$ cat src/rtl/px_uart_stream.sv
// Pixel byte stream to 8N1 UART: pixels and frame headers are queued in a small FIFO
// and serialised LSB first; 0xFF is reserved on the line as the frame marker.
module px_uart_stream #(
   parameter int CLKS_PER_BIT = 12,
   parameter int FIFO_DEPTH   = 16
) (
   input  logic                          clk,
   input  logic                          rst_n,
   input  logic [7:0]                    pixel_data,
   input  logic                          pixel_vld,
   input  logic                          frame_start,
   output logic                          uart_tx,
   output logic                          tx_busy,
   output logic                          overflow,
   output logic [15:0]                   drop_cnt,
   output logic [$clog2(FIFO_DEPTH):0]   fifo_level
);
   localparam int AW = $clog2(FIFO_DEPTH);
   localparam int LW = AW + 1;

   typedef enum logic [1:0] {ST_IDLE, ST_START, ST_DATA, ST_STOP} state_t;

   logic [7:0]    mem_q [FIFO_DEPTH];
   logic [AW-1:0] wr_ptr_q, wr_ptr_d, rd_ptr_q, rd_ptr_d;
   logic [LW-1:0] level_q, level_d;
   logic          overflow_q, overflow_d;
   logic [15:0]   drop_cnt_q, drop_cnt_d;
   state_t        state_q, state_d;
   logic [7:0]    bit_cnt_q, bit_cnt_d;
   logic [2:0]    bit_idx_q, bit_idx_d;
   logic [7:0]    shift_q, shift_d;
   logic          tx_q, tx_d, busy_q, busy_d;

   logic          fifo_full, fifo_empty, push_req, push, pop, bit_end;
   logic [7:0]    push_byte;
   logic [1:0]    n_drop;
   logic [16:0]   drop_sum;

   // Write side: a header always wins the slot; a pixel in the same cycle is a drop.
   always_comb begin
      fifo_full  = (level_q == LW'(FIFO_DEPTH));
      fifo_empty = (level_q == '0);
      push_req   = frame_start | pixel_vld;
      push       = push_req & ~fifo_full;
      push_byte  = frame_start ? 8'hFF : ((pixel_data == 8'hFF) ? 8'hFE : pixel_data);
      n_drop     = {1'b0, push_req & fifo_full} + {1'b0, frame_start & pixel_vld};
      drop_sum   = {1'b0, drop_cnt_q} + {15'd0, n_drop};
      drop_cnt_d = drop_sum[16] ? 16'hFFFF : drop_sum[15:0];
      overflow_d = overflow_q;
      if (n_drop != 2'd0) begin
         overflow_d = 1'b1;
      end else if (frame_start) begin
         overflow_d = 1'b0;
      end
      wr_ptr_d = push ? wr_ptr_q + AW'(1) : wr_ptr_q;
      rd_ptr_d = pop ? rd_ptr_q + AW'(1) : rd_ptr_q;
      level_d  = level_q + LW'(push) - LW'(pop);
   end

   always_ff @(posedge clk) begin
      if (rst_n && push) begin
         mem_q[wr_ptr_q] <= push_byte;
      end
   end

   // Line and busy are registered from the current state, so they trail it by one cycle.
   always_comb begin
      state_d   = state_q;
      bit_cnt_d = bit_cnt_q;
      bit_idx_d = bit_idx_q;
      shift_d   = shift_q;
      pop       = 1'b0;
      tx_d      = 1'b1;
      busy_d    = 1'b1;
      bit_end   = (bit_cnt_q == 8'(CLKS_PER_BIT - 1));
      case (state_q)
         ST_IDLE: begin
            busy_d = 1'b0;
            if (!fifo_empty) begin
               pop       = 1'b1;
               shift_d   = mem_q[rd_ptr_q];
               bit_cnt_d = '0;
               state_d   = ST_START;
            end
         end
         ST_START: begin
            tx_d      = 1'b0;
            bit_cnt_d = bit_end ? 8'd0 : bit_cnt_q + 8'd1;
            if (bit_end) begin
               bit_idx_d = '0;
               state_d   = ST_DATA;
            end
         end
         ST_DATA: begin
            tx_d      = shift_q[0];
            bit_cnt_d = bit_end ? 8'd0 : bit_cnt_q + 8'd1;
            if (bit_end) begin
               shift_d   = {1'b0, shift_q[7:1]};
               bit_idx_d = bit_idx_q + 3'd1;
               if (bit_idx_q == 3'd7) begin
                  state_d = ST_STOP;
               end
            end
         end
         ST_STOP: begin
            bit_cnt_d = bit_end ? 8'd0 : bit_cnt_q + 8'd1;
            if (bit_end) begin
               if (!fifo_empty) begin
                  pop     = 1'b1;
                  shift_d = mem_q[rd_ptr_q];
                  state_d = ST_START;
               end else begin
                  state_d = ST_IDLE;
               end
            end
         end
         default: state_d = ST_IDLE;
      endcase
   end

   always_ff @(posedge clk) begin
      if (!rst_n) begin
         wr_ptr_q   <= '0;
         rd_ptr_q   <= '0;
         level_q    <= '0;
         overflow_q <= 1'b0;
         drop_cnt_q <= '0;
         state_q    <= ST_IDLE;
         bit_cnt_q  <= '0;
         bit_idx_q  <= '0;
         shift_q    <= '0;
         tx_q       <= 1'b1;
         busy_q     <= 1'b0;
      end else begin
         wr_ptr_q   <= wr_ptr_d;
         rd_ptr_q   <= rd_ptr_d;
         level_q    <= level_d;
         overflow_q <= overflow_d;
         drop_cnt_q <= drop_cnt_d;
         state_q    <= state_d;
         bit_cnt_q  <= bit_cnt_d;
         bit_idx_q  <= bit_idx_d;
         shift_q    <= shift_d;
         tx_q       <= tx_d;
         busy_q     <= busy_d;
      end
   end

   assign uart_tx    = tx_q;
   assign tx_busy    = busy_q;
   assign overflow   = overflow_q;
   assign drop_cnt   = drop_cnt_q;
   assign fifo_level = level_q;

endmodule
$ cat config.mk
export PLATFORM = sky130hd
export DESIGN_NAME = px_uart_stream
export DESIGN_NICKNAME = d
export VERILOG_FILES = /design/src/rtl/px_uart_stream.sv
export SDC_FILE = /design/constraint.sdc
export NUM_CORES = 1
export LEC_CHECK = 0
export BUFFER_PORTS_ARGS = -buffer_cell sky130_fd_sc_hd__buf_4
export CORE_ASPECT_RATIO = 1.25
export CORE_MARGIN = 2
export CORE_UTILIZATION = 55
export DETAILED_ROUTE_END_ITERATION = 8
export GPL_ROUTABILITY_DRIVEN = 1
export GPL_TIMING_DRIVEN = 0
export PLACE_DENSITY = 0.73
export SLEW_MARGIN = 40
export SYNTH_ARGS = -nofsm -noshare
export SYNTH_HDL_FRONTEND = slang
export SYNTH_SLANG_ARGS = --single-unit
export TNS_END_PERCENT = 50
$ cat constraint.sdc
create_clock -name clk -period 3.79 [get_ports clk]
set_input_delay 0.379 -clock clk [delete_from_list [all_inputs] [get_ports clk]]
set_output_delay 0.379 -clock clk [all_outputs]
set_load 0.1 [all_outputs]
After elaboration in Yosys (flattened, before gate mapping):

Memory sizes are Yosys's and may differ from the RTL's. A register that Yosys moved wholly into a read port is not among the register bits.
Index checks and enable logic that the tools add are counted.

* mux-type cells: 31
* eq/ne operators: 12
* bitwise gates (word level): 5
* reductions and logical operators: 11
* add/sub/neg operators: 8

Operators with widths (number)
* $mux 8: 7
* $pmux 8 s3: 1
* $add 16x2->17: 1
* $mux 16: 1
* $pmux 8 s2: 1
* $mux 2: 5
* $ne 2x2->1 const B: 5
* $add 4x1->4 const B: 2
* $add 8x1->8 const B: 1
* $eq 8x4->1 const B: 1
* $eq 8x8->1 const B: 1
* $mux 1: 8
* $mux 4: 2
* $pmux 2 s4: 1
* $mux 3: 2
* $pmux 3 s2: 1
* $reduce_and 3->1: 2
* $reduce_bool 2->1: 3
* $add 5x1->5: 1
* $eq 5x5->1 const B: 1
* $logic_not 5->1: 1
* $reduce_and 5->1: 1
* $sub 5x1->5: 1
* $eq 2x2->1 const B: 2
* other kinds (12): 15

* memories kept: 1
* word-level logic and storage cells: 79
* RAM bits: 128
* bits in registers: 53

Memory list
* mem_q: depth 16, width 8, read ports 1, clocked after memory_dff 1, wr ports 1, RTL line 23 `logic [7:0] mem_q [FIFO_DEPTH];`

Depth between registers and ports, before layout:

* word-level depth: 6
* mapped depth: 14

Worst setup path after synthesis:

OpenSTA, ideal clock, no wires.

* path kind: reg-to-reg
* from: register level_q[4] (netlist: fifo_level[4])
* to: register drop_cnt_q[14] (netlist: drop_cnt[14])
* buffers on the path: 0
* data required time: 3.699 ns
* data arrival time: 3.403 ns
* setup slack: 0.296 ns
* stages on the path, launching flop included: 11
* path through: dfxtp_1 nand3_1 or2_2 ha_1 ha_1 inv_1 fa_1 nor4_1 and3_1 nor2_1 a311oi_1

* word-level cells in the longest chain between the ends: 5

RTL lines
* from (decl): RTL line 25 `logic [LW-1:0] level_q, level_d;`
* from (signal assigned): RTL line 137 `level_q <= level_d;`
* $eq 5x5->1: RTL line 41 `fifo_full = (level_q == LW'(FIFO_DEPTH));`
* $and 1x1->1: RTL line 46 `n_drop = {1'b0, push_req & fifo_full} + {1'b0, frame_start & pixel_vld};`
* $add 1x1->2: RTL line 46
* $add 16x2->17: RTL line 47 `drop_sum = {1'b0, drop_cnt_q} + {15'd0, n_drop};`
* $mux 16: RTL line 48 `drop_cnt_d = drop_sum[16] ? 16'hFFFF : drop_sum[15:0];`
* to (signal assigned): RTL line 139 `drop_cnt_q <= drop_cnt_d;`
* to (decl): RTL line 27 `logic [15:0] drop_cnt_q, drop_cnt_d;`

Every way passes these cells.
A chain may end at the register's enable or synchronous reset.

Worst setup path after layout:

* from: register level_q[3] (netlist: fifo_level[3])
* to: register drop_cnt_q[1] (netlist: drop_cnt[1])

Same word-level chain as after synthesis.

==> impl_metrics.tcl <==
set metrics [dict create \
    cts_hold_buf 0 \
    start_util_pct 56.6 \
    coreArea_um2 13900 \
    p_sw_share_pct 32.2 \
    synth_area_um2 7850 \
    worstPathCellList "inv_1, ha_1, nand3_1, or2_2, ha_1, ha_1, inv_1, fa_1, nor4_1, nand2_1, buf_2, a21oi_1" \
    ys_warn_count 0 \
    worst_slew_pin_slew_ns 0.781 \
    critPathCaptureType "register" \
    post-cts-setup-buffers 0 \
    worstSetupPathType "reg2reg" \
    cts.repair.resized 0 \
    p_sw_mw 1.77 \
    yosys.area.top_type "edfxtp_1" \
    synth_compound_area_share_pct 7.16 \
    p_comb_share_pct 26.7 \
    final_core_utilization_pct 64.0 \
    viasPerCell 5.91 \
    fin_crit_sh_pct 90.4 \
    synth-xor-area-share_pct 2.12 \
    final-seq-area_um2 4980 \
    syn-num-nets 576 \
    gp_congestion 0.829 \
    io_pins 36 \
    grt_pass1_wl_um 24800 \
    irDropWorstVdd_v 0.000441 \
    first_global_vias 4745 \
    drive_above_1_share_pct 20.5 \
    dieArea_um2 15300 \
    num_vias 4617 \
    crit_path_top_delay_cell "nor4_1" \
    p_per_area_nw_per_um2 618 \
    track_usage_pct 21.5 \
    die_w_um 111 \
    io_buffers 34 \
    grt_max_degree 17 \
    synth_fa_ha_area_share_pct 4.02 \
    drc 0 \
    insertion_delay_ns 0.43 \
    critical_path.top_delay_family "simple AND/OR/NAND/NOR gates" \
    maxCapViolCount 0 \
    synth_area_leaders "edfxtp_1 49%, dfxtp_1 15%, mux4_2 9.2%" \
    path_max_fanout 10 \
    path_buf_inv 3 \
    synth-seq-cells 185 \
    timing.critical_path.mode_cell "ha_1" \
    multi_input_area_um2 2690 \
    crit_arrival_ns 3.79 \
    area_growth_pct 13.0 \
    synth_top_area_share_pct 49.0 \
    fillCellCount 1007 \
    netlist_instances 540 \
    hold_path_class "in2reg" \
    drt_iter0_markers 298 \
    antenna_found_initial 0 \
    final-setup-viol-count 0 \
    rsz0062_at_grt "no" \
    nets 629 \
    yosysSeqAreaShare_pct 63.5 \
    skew_ns 0.00886 \
    synthMuxAreaShare_pct 10.6 \
    post_drt_wl_per_cell_um 19.4 \
    async_reset_ff_share_pct 0 \
    grt_overflow 0 \
    pwr-share-clk_pct 29.4 \
    htreeDepth 4 \
    ys_types 53 \
    slew_viol_final 0 \
    hold_viol_final 0 \
    cts_made_buffers 17 \
    synth.avg_cell_area_um2 14.5 \
    place_hpwl_um 10600 \
    max_stage_delay_ns 0.72 \
    required_ns 4.15 \
    cp-start-kind "register" \
    cts_root_buf "clkbuf_16" \
    synth_edf_count 128 \
    antenna_left 0 \
    cts_tree "yes" \
    internal-power_mw 3.72 \
    synth-main-ff-cell "edfxtp_1" \
    rows 48 \
    synthSimpleGateAreaFrac_pct 10.2 \
    antenna_cells 0 \
    fmax_mhz 292 \
    status "completed" \
    post-route-min-period_ns 3.43 \
    wl_um 15200 \
    die_y_um 138 \
    p_leak_nw 2.94 \
    clockBufferDepth 2 \
    clock_sinks 185 \
    seq_power_share_pct 43.9 \
    fin_tns_setup_ns 0 \
    synth_top_family_by_area "multiplexers" \
    firstDrtPassIters 5 \
    clk_pin_slew_worst_paths_ns 0.07 \
    maxSlewHeadroom_pct 47.7 \
]
==> worst reg2reg max path: cells and delay by family (launching register included) <==
| family | cells | cell delay (ns) |
|---|---|---|
| adder cells (fa/ha/maj) | 4 | 1.14 |
| buffers and inverters | 3 | 0.40 |
| AO/OA/AOI/OAI | 1 | 0.15 |
| AND/OR/NAND/NOR | 4 | 1.31 |
| flip-flops | 1 | 0.35 |
==> registers in the layout, indices dropped and copies added (netlist names), named ones only <==
register and count:
tx_busy 1, uart_tx 1, state_q 2, drop_cnt 16, bit_idx_q 3, fifo_level 5, shift_q 8, rd_ptr_q 4
mem_q 128, wr_ptr_q 4, bit_cnt_q 8, overflow 1
==> cells by family after synthesis <==
family / after synthesis
xor+xnor: 19
compound gates: 79
mux: 43
fa+ha+maj: 24
buf+inv: 44
flops: 185
simple gates: 146
==> path summary, 6_finish.rpt <==
| path | cells after the start | slack [ns] | start | endpoint |
|---|---|---|---|---|
| hold reg to reg | 2 | 0.48 | shift_q[7]$_SDFFE_PN0P_ | shift_q[7]$_SDFFE_PN0P_ |
| setup reg to reg | 12 | 0.36 | fifo_level[3]$_SDFF_PN0_ | drop_cnt[1]$_SDFF_PN0_ |
| hold / removal | 3 | 0.35 | rst_n | drop_cnt[13]$_SDFF_PN0_ |
| setup / recovery | 12 | 0.36 | fifo_level[3]$_SDFF_PN0_ | drop_cnt[1]$_SDFF_PN0_ |
==> synthesized netlist by cell type (3+ instances only) <==
library cell    n
edfxtp_1      128
dfxtp_1        57
nor2_1         46
mux4_2         32
a21oi_1        25
ha_1           22
inv_1          18
clkbuf_1       15
o211ai_1       15
nand2b_1       14
nand2_1        13
xnor2_1        13
nand3_1        12
o21ai_0        12
mux2i_1        10
nor3_1         10
or2_2           9
o2111a_1        7
or4_1           7
and2_1          6
and3_1          6
xor2_1          6
nand4_1         5
buf_2           4
a311oi_1        3
a31oi_1         3
buf_1           3
buf_6           3
nand3b_1        3
nor4_1          3
==> per-stage QoR <==
| step | hold slack, ns | area (um2) | total power, mW | setup WS, ns | instances |
|---|---|---|---|---|---|
| global placement | 0.455 | 8320 | 3.86 | 0.446 | 749 |
| floorplan | 0.445 | 7850 | 3.59 | 0.296 | 540 |
| detailed placement | 0.472 | 8340 | 3.92 | 0.353 | 749 |
| CTS | 0.337 | 8870 | 5.52 | 0.376 | 781 |
| global route | 0.372 | 8870 | 5.73 | 0.190 | 781 |
| finish | 0.352 | 8870 | 5.49 | 0.364 | 781 |
==> cell type report <==
type	count	share of cell area, %
Sequential cell	185	56.2
Multi-Input combinational cell	311	30.3
Clock buffer	20	4.92
Timing Repair Buffer	34	2.88
Tap cell	175	2.47
Buffer	25	1.37
Clock inverter	12	1.04
Inverter	19	0.804
==> layer usage <==
layer,track usage (%),routed length [um],up-vias
li1,-,-,2169
met1,25.6,6180,2337
met2,38.5,8150,91
met3,4.58,531,20
met4,8.75,324,0
met5,0,0,-
==> power by group through the flow <==
stage	registers (mW)	clock network (mW)	logic, mW
finish	2.41	1.61	1.47
global route	2.43	1.70	1.61
CTS	2.41	1.63	1.48
detailed placement	2.45	0	1.47
global placement	2.44	0	1.42
floorplan	2.68	0	0.916
==> layout by cell type, fill, tap and decap left out, types with 4 or more instances in the layout <==
cell type,instances
nand3_1,12
nor3_1,6
buf_4,34
edfxtp_1,128
and2_1,6
inv_1,18
nand2_1,13
mux4_2,32
or2_2,9
nand2b_1,14
clkbuf_16,17
and3_1,6
o21ai_0,12
dfxtp_1,57
xnor2_1,13
o211ai_1,15
nor2_1,46
o2111a_1,7
a21oi_1,25
mux2i_1,10
xor2_1,6
nor3_2,5
clkbuf_1,18
ha_1,22
or4_1,7
buf_2,4
nand4_1,5
Power figures use the tool's default switching activity.
